<file path="config.mk">
export PLATFORM = sky130hd
export DESIGN_NAME = rand_sampler
export DESIGN_NICKNAME = d
export VERILOG_FILES = /design/src/rtl/rand_pkg.sv /design/src/rtl/prng.sv /design/src/rtl/rand_fifo.sv /design/src/rtl/rand_sampler.sv
export SDC_FILE = /design/constraint.sdc
export NUM_CORES = 1
export LEC_CHECK = 0
export ABC_AREA = 1
export BUFFER_PORTS_ARGS = -buffer_cell sky130_fd_sc_hd__buf_4
export CAP_MARGIN = 20
export CORE_UTILIZATION = 60
export CTS_CLUSTER_DIAMETER = 50
export DETAILED_ROUTE_END_ITERATION = 10
export GPL_TIMING_DRIVEN = 0
export PLACE_DENSITY = 0.87
export SKIP_CTS_REPAIR_TIMING = 1
export SYNTH_ARGS = -nofsm -noshare
export SYNTH_HDL_FRONTEND = slang
export SYNTH_HIERARCHICAL = 1
export SYNTH_SLANG_ARGS = --single-unit
</file>
<file path="constraint.sdc">
create_clock -name clk -period 7.5 [get_ports clk]
set_input_delay 2.25 -clock clk [delete_from_list [all_inputs] [get_ports clk]]
set_output_delay 2.25 -clock clk [all_outputs]
set_load 0.01 [all_outputs]
</file>
<file path="src/rtl/rand_pkg.sv">
// Shared types and constants for the random-sample server.
//   RAND_W       : width of one raw LFSR value
//   rand_t       : one raw value / one range value
//   DEFAULT_SEED : reset state of the LFSR
//   s1_t         : first pipeline stage payload {valid, raw, range}
package rand_pkg;

    localparam int unsigned RAND_W = 16;
    localparam int unsigned PROD_W = 2 * RAND_W;

    typedef logic [RAND_W-1:0] rand_t;

    localparam rand_t DEFAULT_SEED = 16'hbeef;

    typedef struct packed {
        logic  valid;
        rand_t raw;
        rand_t range;
    } s1_t;

    // Multiply-shift mapping of raw into [0, range); range 0 passes raw through.
    function automatic rand_t scale(input rand_t raw, input rand_t range);
        if (range == '0) begin
            return raw;
        end
        return RAND_W'((PROD_W'(raw) * PROD_W'(range)) >> RAND_W);
    endfunction

endpackage

</file>
<file path="src/rtl/prng.sv">
// 16-bit Fibonacci LFSR (taps 16,14,13,11), shifting right, feedback into the MSB.
//   clk   : clock
//   rst   : synchronous reset, active-high; loads SEED
//   en    : advance one step this cycle
//   value : current LFSR state
module prng #(
    parameter logic [15:0] SEED = 16'hbeef
) (
    input  logic        clk,
    input  logic        rst,
    input  logic        en,
    output logic [15:0] value
);

    logic feedback;

    assign feedback = value[0] ^ value[2] ^ value[3] ^ value[5];

    always_ff @(posedge clk) begin
        if (rst) begin
            value <= SEED;
        end else if (en) begin
            value <= {feedback, value[15:1]};
        end
    end

endmodule

</file>
<file path="src/rtl/rand_fifo.sv">
// Prefetch FIFO for raw LFSR values; pointer + count based, no push-to-pop bypass.
//   clk   : clock
//   rst   : synchronous reset, active-low
//   push  : write din (ignored when full)
//   din   : value to write
//   pop   : drop the head entry (ignored when empty)
//   dout  : current head entry (valid when !empty)
//   full  : DEPTH entries held
//   empty : no entries held
module rand_fifo
    import rand_pkg::*;
#(
    parameter int unsigned DEPTH = 4
) (
    input  logic  clk,
    input  logic  rst,
    input  logic  push,
    input  rand_t din,
    input  logic  pop,
    output rand_t dout,
    output logic  full,
    output logic  empty
);

    localparam int unsigned AW = $clog2(DEPTH);
    localparam int unsigned CW = $clog2(DEPTH + 1);

    rand_t         mem [DEPTH];
    logic [AW-1:0] wr_ptr;
    logic [AW-1:0] rd_ptr;
    logic [CW-1:0] count;
    logic          do_push;
    logic          do_pop;

    assign full    = (count == CW'(DEPTH));
    assign empty   = (count == '0);
    assign do_push = push && !full;
    assign do_pop  = pop && !empty;
    assign dout    = mem[rd_ptr];

    // Storage: data needs no reset, validity is tracked by count.
    always_ff @(posedge clk) begin
        if (do_push) begin
            mem[wr_ptr] <= din;
        end
    end

    // Pointers wrap naturally since DEPTH is a power of two.
    always_ff @(posedge clk) begin
        if (!rst) begin
            wr_ptr <= '0;
            rd_ptr <= '0;
            count  <= '0;
        end else begin
            if (do_push) begin
                wr_ptr <= wr_ptr + AW'(1);
            end
            if (do_pop) begin
                rd_ptr <= rd_ptr + AW'(1);
            end
            case ({do_push, do_pop})
                2'b10:   count <= count + CW'(1);
                2'b01:   count <= count - CW'(1);
                default: count <= count;
            endcase
        end
    end

endmodule

</file>
<file path="src/rtl/rand_sampler.sv">
// Random-sample server: prefetches LFSR values and answers range-scaled requests.
//   clk        : clock
//   rst        : synchronous reset, active-low
//   req_valid  : consumer presents a request
//   req_ready  : request accepted this cycle
//   req_range  : number of bins N; 0 selects the full 16-bit range
//   rsp_valid  : response held on rsp_* outputs
//   rsp_ready  : consumer takes the response this cycle
//   rsp_sample : scaled sample in [0, N), raw value when N == 0
//   rsp_raw    : raw LFSR value consumed by this request
module rand_sampler
    import rand_pkg::*;
#(
    parameter int unsigned DEPTH = 4,
    parameter rand_t       SEED  = DEFAULT_SEED
) (
    input  logic  clk,
    input  logic  rst,
    input  logic  req_valid,
    output logic  req_ready,
    input  rand_t req_range,
    output logic  rsp_valid,
    input  logic  rsp_ready,
    output rand_t rsp_sample,
    output rand_t rsp_raw
);

    logic  prng_en;
    rand_t prng_value;
    rand_t fifo_head;
    logic  fifo_full;
    logic  fifo_empty;
    logic  stall;
    logic  xfer;
    s1_t   s1_q;
    s1_t   s1_d;

    // Prefetch only while there is room, so no LFSR value is ever dropped.
    assign prng_en   = rst && !fifo_full;
    assign stall     = rsp_valid && !rsp_ready;
    assign req_ready = rst && !fifo_empty && !stall;
    assign xfer      = req_valid && req_ready;

    prng #(
        .SEED(SEED)
    ) u_prng (
        .clk  (clk),
        .rst  (~rst),
        .en   (prng_en),
        .value(prng_value)
    );

    rand_fifo #(
        .DEPTH(DEPTH)
    ) u_fifo (
        .clk  (clk),
        .rst  (rst),
        .push (prng_en),
        .din  (prng_value),
        .pop  (xfer),
        .dout (fifo_head),
        .full (fifo_full),
        .empty(fifo_empty)
    );

    // Stage 1 payload: head value paired with the request's range.
    always_comb begin
        s1_d       = '0;
        s1_d.valid = xfer;
        s1_d.raw   = fifo_head;
        s1_d.range = req_range;
    end

    always_ff @(posedge clk) begin
        if (!rst) begin
            s1_q <= '0;
        end else if (!stall) begin
            s1_q <= s1_d;
        end
    end

    // Stage 2: scale and present; data holds its last value across bubbles.
    always_ff @(posedge clk) begin
        if (!rst) begin
            rsp_valid  <= 1'b0;
            rsp_sample <= '0;
            rsp_raw    <= '0;
        end else if (!stall) begin
            rsp_valid <= s1_q.valid;
            if (s1_q.valid) begin
                rsp_sample <= scale(s1_q.raw, s1_q.range);
                rsp_raw    <= s1_q.raw;
            end
        end
    end

endmodule

</file>
After elaboration in Yosys (flattened, before gate mapping)
Memories as Yosys holds them, arrays and structs flattened. A register that Yosys moved wholly into a read port is not among the register bits.
Index checks and enable logic that the tools add are counted.
W data, S select, Z words.
- flip-flop bits (word level): 73
- memory bits (writable): 64
- output and inout port bits: 34
- input port bits: 20
- ROM bits: 0
- memories kept: 1
- latch bits: 0
- memory list (name ; depth ; width ; read ports ; clocked after Yosys merged registers in ; wr ports ; line ; source):
    u_fifo.mem ; 4 ; 16 ; 1 ; 1 ; 1 ; rand_fifo.sv:28 ; rand_t mem [DEPTH];
- reductions and logical operators: 17
- muxes and demuxes: 9
- order comparisons: 0
- eq/ne operators: 3
- multipliers: 1
- shift operators: 0
- bitwise gates (word level): 4
- divide/modulo/power cells: 0
- add/sub/neg operators: 4
- operators with widths (operator ; number):
    $mul A16 B16 Y32 ; 1
    $mux W16 ; 2
    $logic_not A16 Y1 ; 1
    $logic_and A1 B1 Y1 ; 7
    $logic_not A1 Y1 ; 6
    $mux W1 ; 6
    $pmux W3 S2 ; 1
    $add A2 B1 Y2 const B ; 2
    $add A3 B1 Y3 const B ; 1
    $eq A3 B3 Y1 const B ; 1
    $logic_not A3 Y1 ; 1
    $sub A3 B1 Y3 const B ; 1
    $xor A1 B1 Y1 ; 3
    $eq A2 B1 Y1 const B ; 1
    $eq A2 B2 Y1 const B ; 1
    $reduce_and A2 Y1 ; 1
    $reduce_bool A2 Y1 ; 1
    $not A1 Y1 ; 1

Logic depth before layout (Yosys ltp)
- depth after elaboration: 8
- depth in mapped cells: 27
- depth with buffers taken out: 25

Hierarchy
The synthesis kept the hierarchy.
- modules (own cells, without submodules) (module ; cells an instance ; times used ; area each (µm²)):
    rand_sampler ; 1595 ; 1 ; 11594.9
    rand_fifo ; 224 ; 1 ; 2849.0
    prng ; 82 ; 1 ; 639.4

Worst setup path after synthesis
No wires, ideal clock.
- kind: reg-to-reg
- start point: register, netlist name s1_q[26]
- end point: register rsp_sample[11]
- buffers on the path: 2
- data arrival time: 5.230 ns
- setup time: 0.141 ns
- slack: 2.129 ns
- stages on the path, launching flop included: 23
- cells stage by stage: dfxtp_1 > clkbuf_1 > clkbuf_1 > nand2_1 > fa_1 > fa_1 > fa_1 > fa_1 > inv_1 > fa_1 > inv_1 > fa_1 > inv_1 > ha_1 > nand2_1 > nor2_2 > inv_2 > nor4_2 > nand2_1 > nand3_1 > nand3_2 > nand2_2 > a21oi_2
- cells in the longest elaborated chain, start to end: 2
- RTL lines (element ; line ; source):
    $mul A16 B16 Y32 ; rand_pkg.sv:26 ; return RAND_W'((PROD_W'(raw) * PROD_W'(range)) >> RAND_W);
    $mux W16 ; rand_pkg.sv:26 ;
    end signal: assignment ; rand_sampler.sv:91 ; rsp_sample <= scale(s1_q.raw, s1_q.range);
    end: declaration ; rand_sampler.sv:24 ; output rand_t rsp_sample,
Every way passes these cells.
A chain may end at the register's enable or synchronous reset.

Worst setup path in the final report
- start point: register, netlist name s1_q[25]
- end point: register rsp_sample[12]
- cells in the longest elaborated chain, start to end: 2
- RTL lines (element ; line):
    $mul A16 B16 Y32 ; rand_pkg.sv:26
    $mux W16 ; rand_pkg.sv:26
Every way passes these cells.

==> summary.txt <==
Layout
  • Area Growth Syn to Fin: 9.233%
  • Nets: 2293
  • Most frequent cells in the layout: nand2_1, inv_1, fa_1, nor2_1, ha_1
  • Commonest non-fill, non-tap cell in the layout: nand2_1
  • Final core occ: 67.35%
  • Layout cells sized above 1: 9.063%

Global routing
  • Remaining Overflow, GRT: 0
  • Largest net degree at the start of global routing: 18
  • First-pass GRT wire length: 66900 um
  • Overall Global Routing Usage: 33.91%
  • Antenna violations before repair: 1
  • Vias in the first global route: 13.05k

Placement
  • Post-DP HPWL: 32290 um
  • Placer congestion estimate: 0.9569
  • Port bufs: 53

Synthesis
  • Synthesized area per cell: 7.934 um2
  • Unique masters post-synth: 38
  • Synth warn: 6
  • Synth Cell Area: 15080 um2
  • Post-Synthesis Net Count: 2221
  • Seq cells post-synth: 155
  • Sequential element share of the synthesized area: 24.82%
  • Syn Inst Count: 1901

Floorplan
  • Standard-cell rows: 57
  • Boundary Pins: 54
  • Die height: 160.6 um
  • Die Wd: 160.6 um
  • Initial Util: 61.66%
  • Core ar.: 24460 um2
  • Die Area: 25780 um2

Clock network
  • Clock Sinks: 155
  • CTS clk-pin slew, worst paths: 0.07 ns
  • Worst-skew pair later-pin latency: 0.44 ns
  • CTS Buf Count: 17
  • Root Driver: clkbuf_16
  • CTS tree: built
  • Clk buf depth: 2
  • CTS HTree Levels: 4

Critical path
  • Critical Path AT: 7.08 ns
  • CP startpoint: s1_q[25]
  • Reg2reg start: s1_q[25]
  • Worst EP required: 7.78 ns
  • Crit. End Element: flip-flop
  • Worst Setup Path Type: flip-flop to flip-flop
  • CP max FO: 10
  • Startpoint types: flip-flop

STA
  • Worst clock skew: 0.01363 ns
  • Setup TNS: 0 ns
  • Slew HR: 29.27%
  • FMAX: 147.0 MHz
  • Number of setup violations in the final report: 0
  • RSZ-0062 raised after global routing: no
  • Final Max Tran Viols: 0
  • Crit path time final: 6.801 ns
  • Hold Violations, Final: 0
  • Worst-margin pin slew: 1.060 ns
  • Share of the clock period used by the worst path: 90.67%

Pwr
  • VDD IR max: 227.8 uV
  • Power per cell area: 242.4 nW/um2
  • Pleak: 8.722 nW

Detailed routing
  • Final wirelength: 42450 um
  • Vias: 12.94k
  • Drt drc: 0
  • First drt pass iteration count: 6
  • DRT antenna net count: 0
  • Initial DRC count: 1256
  • DR vias/cell: 5.597
  • Drt wl/cell: 18.37 um

Run
  • Maxcap violations: 0

Worst hold path
  • HP Class: flip-flop to flip-flop
  • Hold Startpoint: rsp_sample[9]

Status
  • Result of the run: finished, final reports clean
[where the power goes]
part           switching [mW]  leakage, nW  internal, mW
clock                   0.395        0.284         0.443
combinational            1.45         7.13         0.726
sequential             0.0350         1.31         0.943
total                    1.88         8.72          2.11
[critical path: stages (launching register included)]
cell and delay, ns:
dfxtp_1 0.31, clkbuf_1 0.73, clkbuf_1 0.58, nand2_1 0.17
fa_1 0.57, inv_1 0.05, fa_1 0.55, fa_1 0.46
fa_1 0.47, fa_1 0.51, inv_1 0.05, fa_1 0.54
inv_1 0.06, ha_1 0.37, a21oi_1 0.25, o21ai_1 0.12
a21oi_1 0.25, nor2_1 0.10, nor2_1 0.16, nand2_1 0.07
nand2_1 0.06, nand3_1 0.06, nand2_1 0.09, a21oi_1 0.06
[cell type report]
type / count / area (um2)
Multi-Input combinational cell: 1200 / 9220
Fill cell: 1894 / 7986
Sequential cell: 155 / 3744
Inverter: 449 / 1685
Buffer: 97 / 444.2
Clock buffer: 17 / 425.4
Tap cell: 324 / 405.4
Timing Repair Buffer: 53 / 397.9
Clock inverter: 15 / 151.4
Antenna cell: 1 / 2.502
[registers in the layout (all words and copies together) (netlist names), named ones only]
| name | cells |
|---|---|
| rsp_raw | 16 |
| rsp_sample | 16 |
| rsp_valid | 1 |
| s1_q | 33 |
| u_fifo/count | 3 |
| u_fifo/mem | 64 |
| u_fifo/rd_ptr | 2 |
| u_fifo/wr_ptr | 2 |
| u_prng/value | 16 |
[routing by layer]
layer	vias up	part of all wire [%]	track usage [%]
li1	5855	-	-
met1	6082	37	41.19
met2	800	48	56.40
met3	198	8.7	5.579
met4	0	6.6	21.39
met5	-	0	0
[synthesized netlist by cell type, drive strengths merged]
| cell type | count | area [um2] |
|---|---|---|
| inv | 448 | 1682 |
| nand2 | 445 | 1708 |
| fa | 194 | 3884 |
| nor2 | 140 | 565.5 |
| o21ai | 116 | 595.6 |
| ha | 106 | 1326 |
| a21oi | 91 | 478.0 |
| dfxtp | 91 | 1822 |
| clkbuf | 65 | 244.0 |
| edfxtp | 64 | 1922 |
| nand3 | 60 | 310.3 |
| buf | 32 | 200.2 |
| o22ai | 16 | 100.1 |
| nor3 | 11 | 75.07 |
| nand4 | 5 | 31.28 |
| a21o | 3 | 22.52 |
| nor4 | 3 | 37.54 |
| o21bai | 3 | 22.52 |
| xor2 | 2 | 17.52 |
| a211oi | 1 | 7.510 |
| and2 | 1 | 6.260 |
| clkinv | 1 | 3.750 |
| o211ai | 1 | 7.510 |
| or2 | 1 | 6.260 |
| xnor2 | 1 | 8.760 |
[kinds of logic (layout without fill, tap and decap cells)]
logic type | after synthesis | after routing | synth area share [%]
xor+xnor | 3 | 3 | 0.1742
flops | 155 | 155 | 24.82
simple gates | 666 | 666 | 18.17
buf+inv | 546 | 631 | 14.12
compound gates | 231 | 231 | 8.179
fa+ha+maj | 300 | 300 | 34.54
other cells | 0 | 1 | 0
[path summary, 6_finish.rpt]
| check | end | slack (ns) | depth (start not counted) |
|---|---|---|---|
| setup / recovery | rsp_sample[12] | 0.70 | 23 |
| hold / removal | rsp_sample[9] | 0.47 | 2 |
| setup reg to reg | rsp_sample[12] | 0.70 | 23 |
| hold reg to reg | rsp_sample[9] | 0.47 | 2 |
[metrics by stage]
step	setup slack (ns)	total power, mW	instance area [um2]	hold slack, ns	std cells
floorplan	2.129	2.466	15080	0.4453	1901
global placement	0.9447	3.051	15890	0.4548	2278
detailed placement	0.8185	3.113	15900	0.4574	2278
CTS	0.7996	3.961	16470	0.4685	2310
global route	0.5615	4.273	16470	0.4841	2310
finish	0.6995	3.993	16480	0.4689	2311
(Power assumes the default switching activity.)
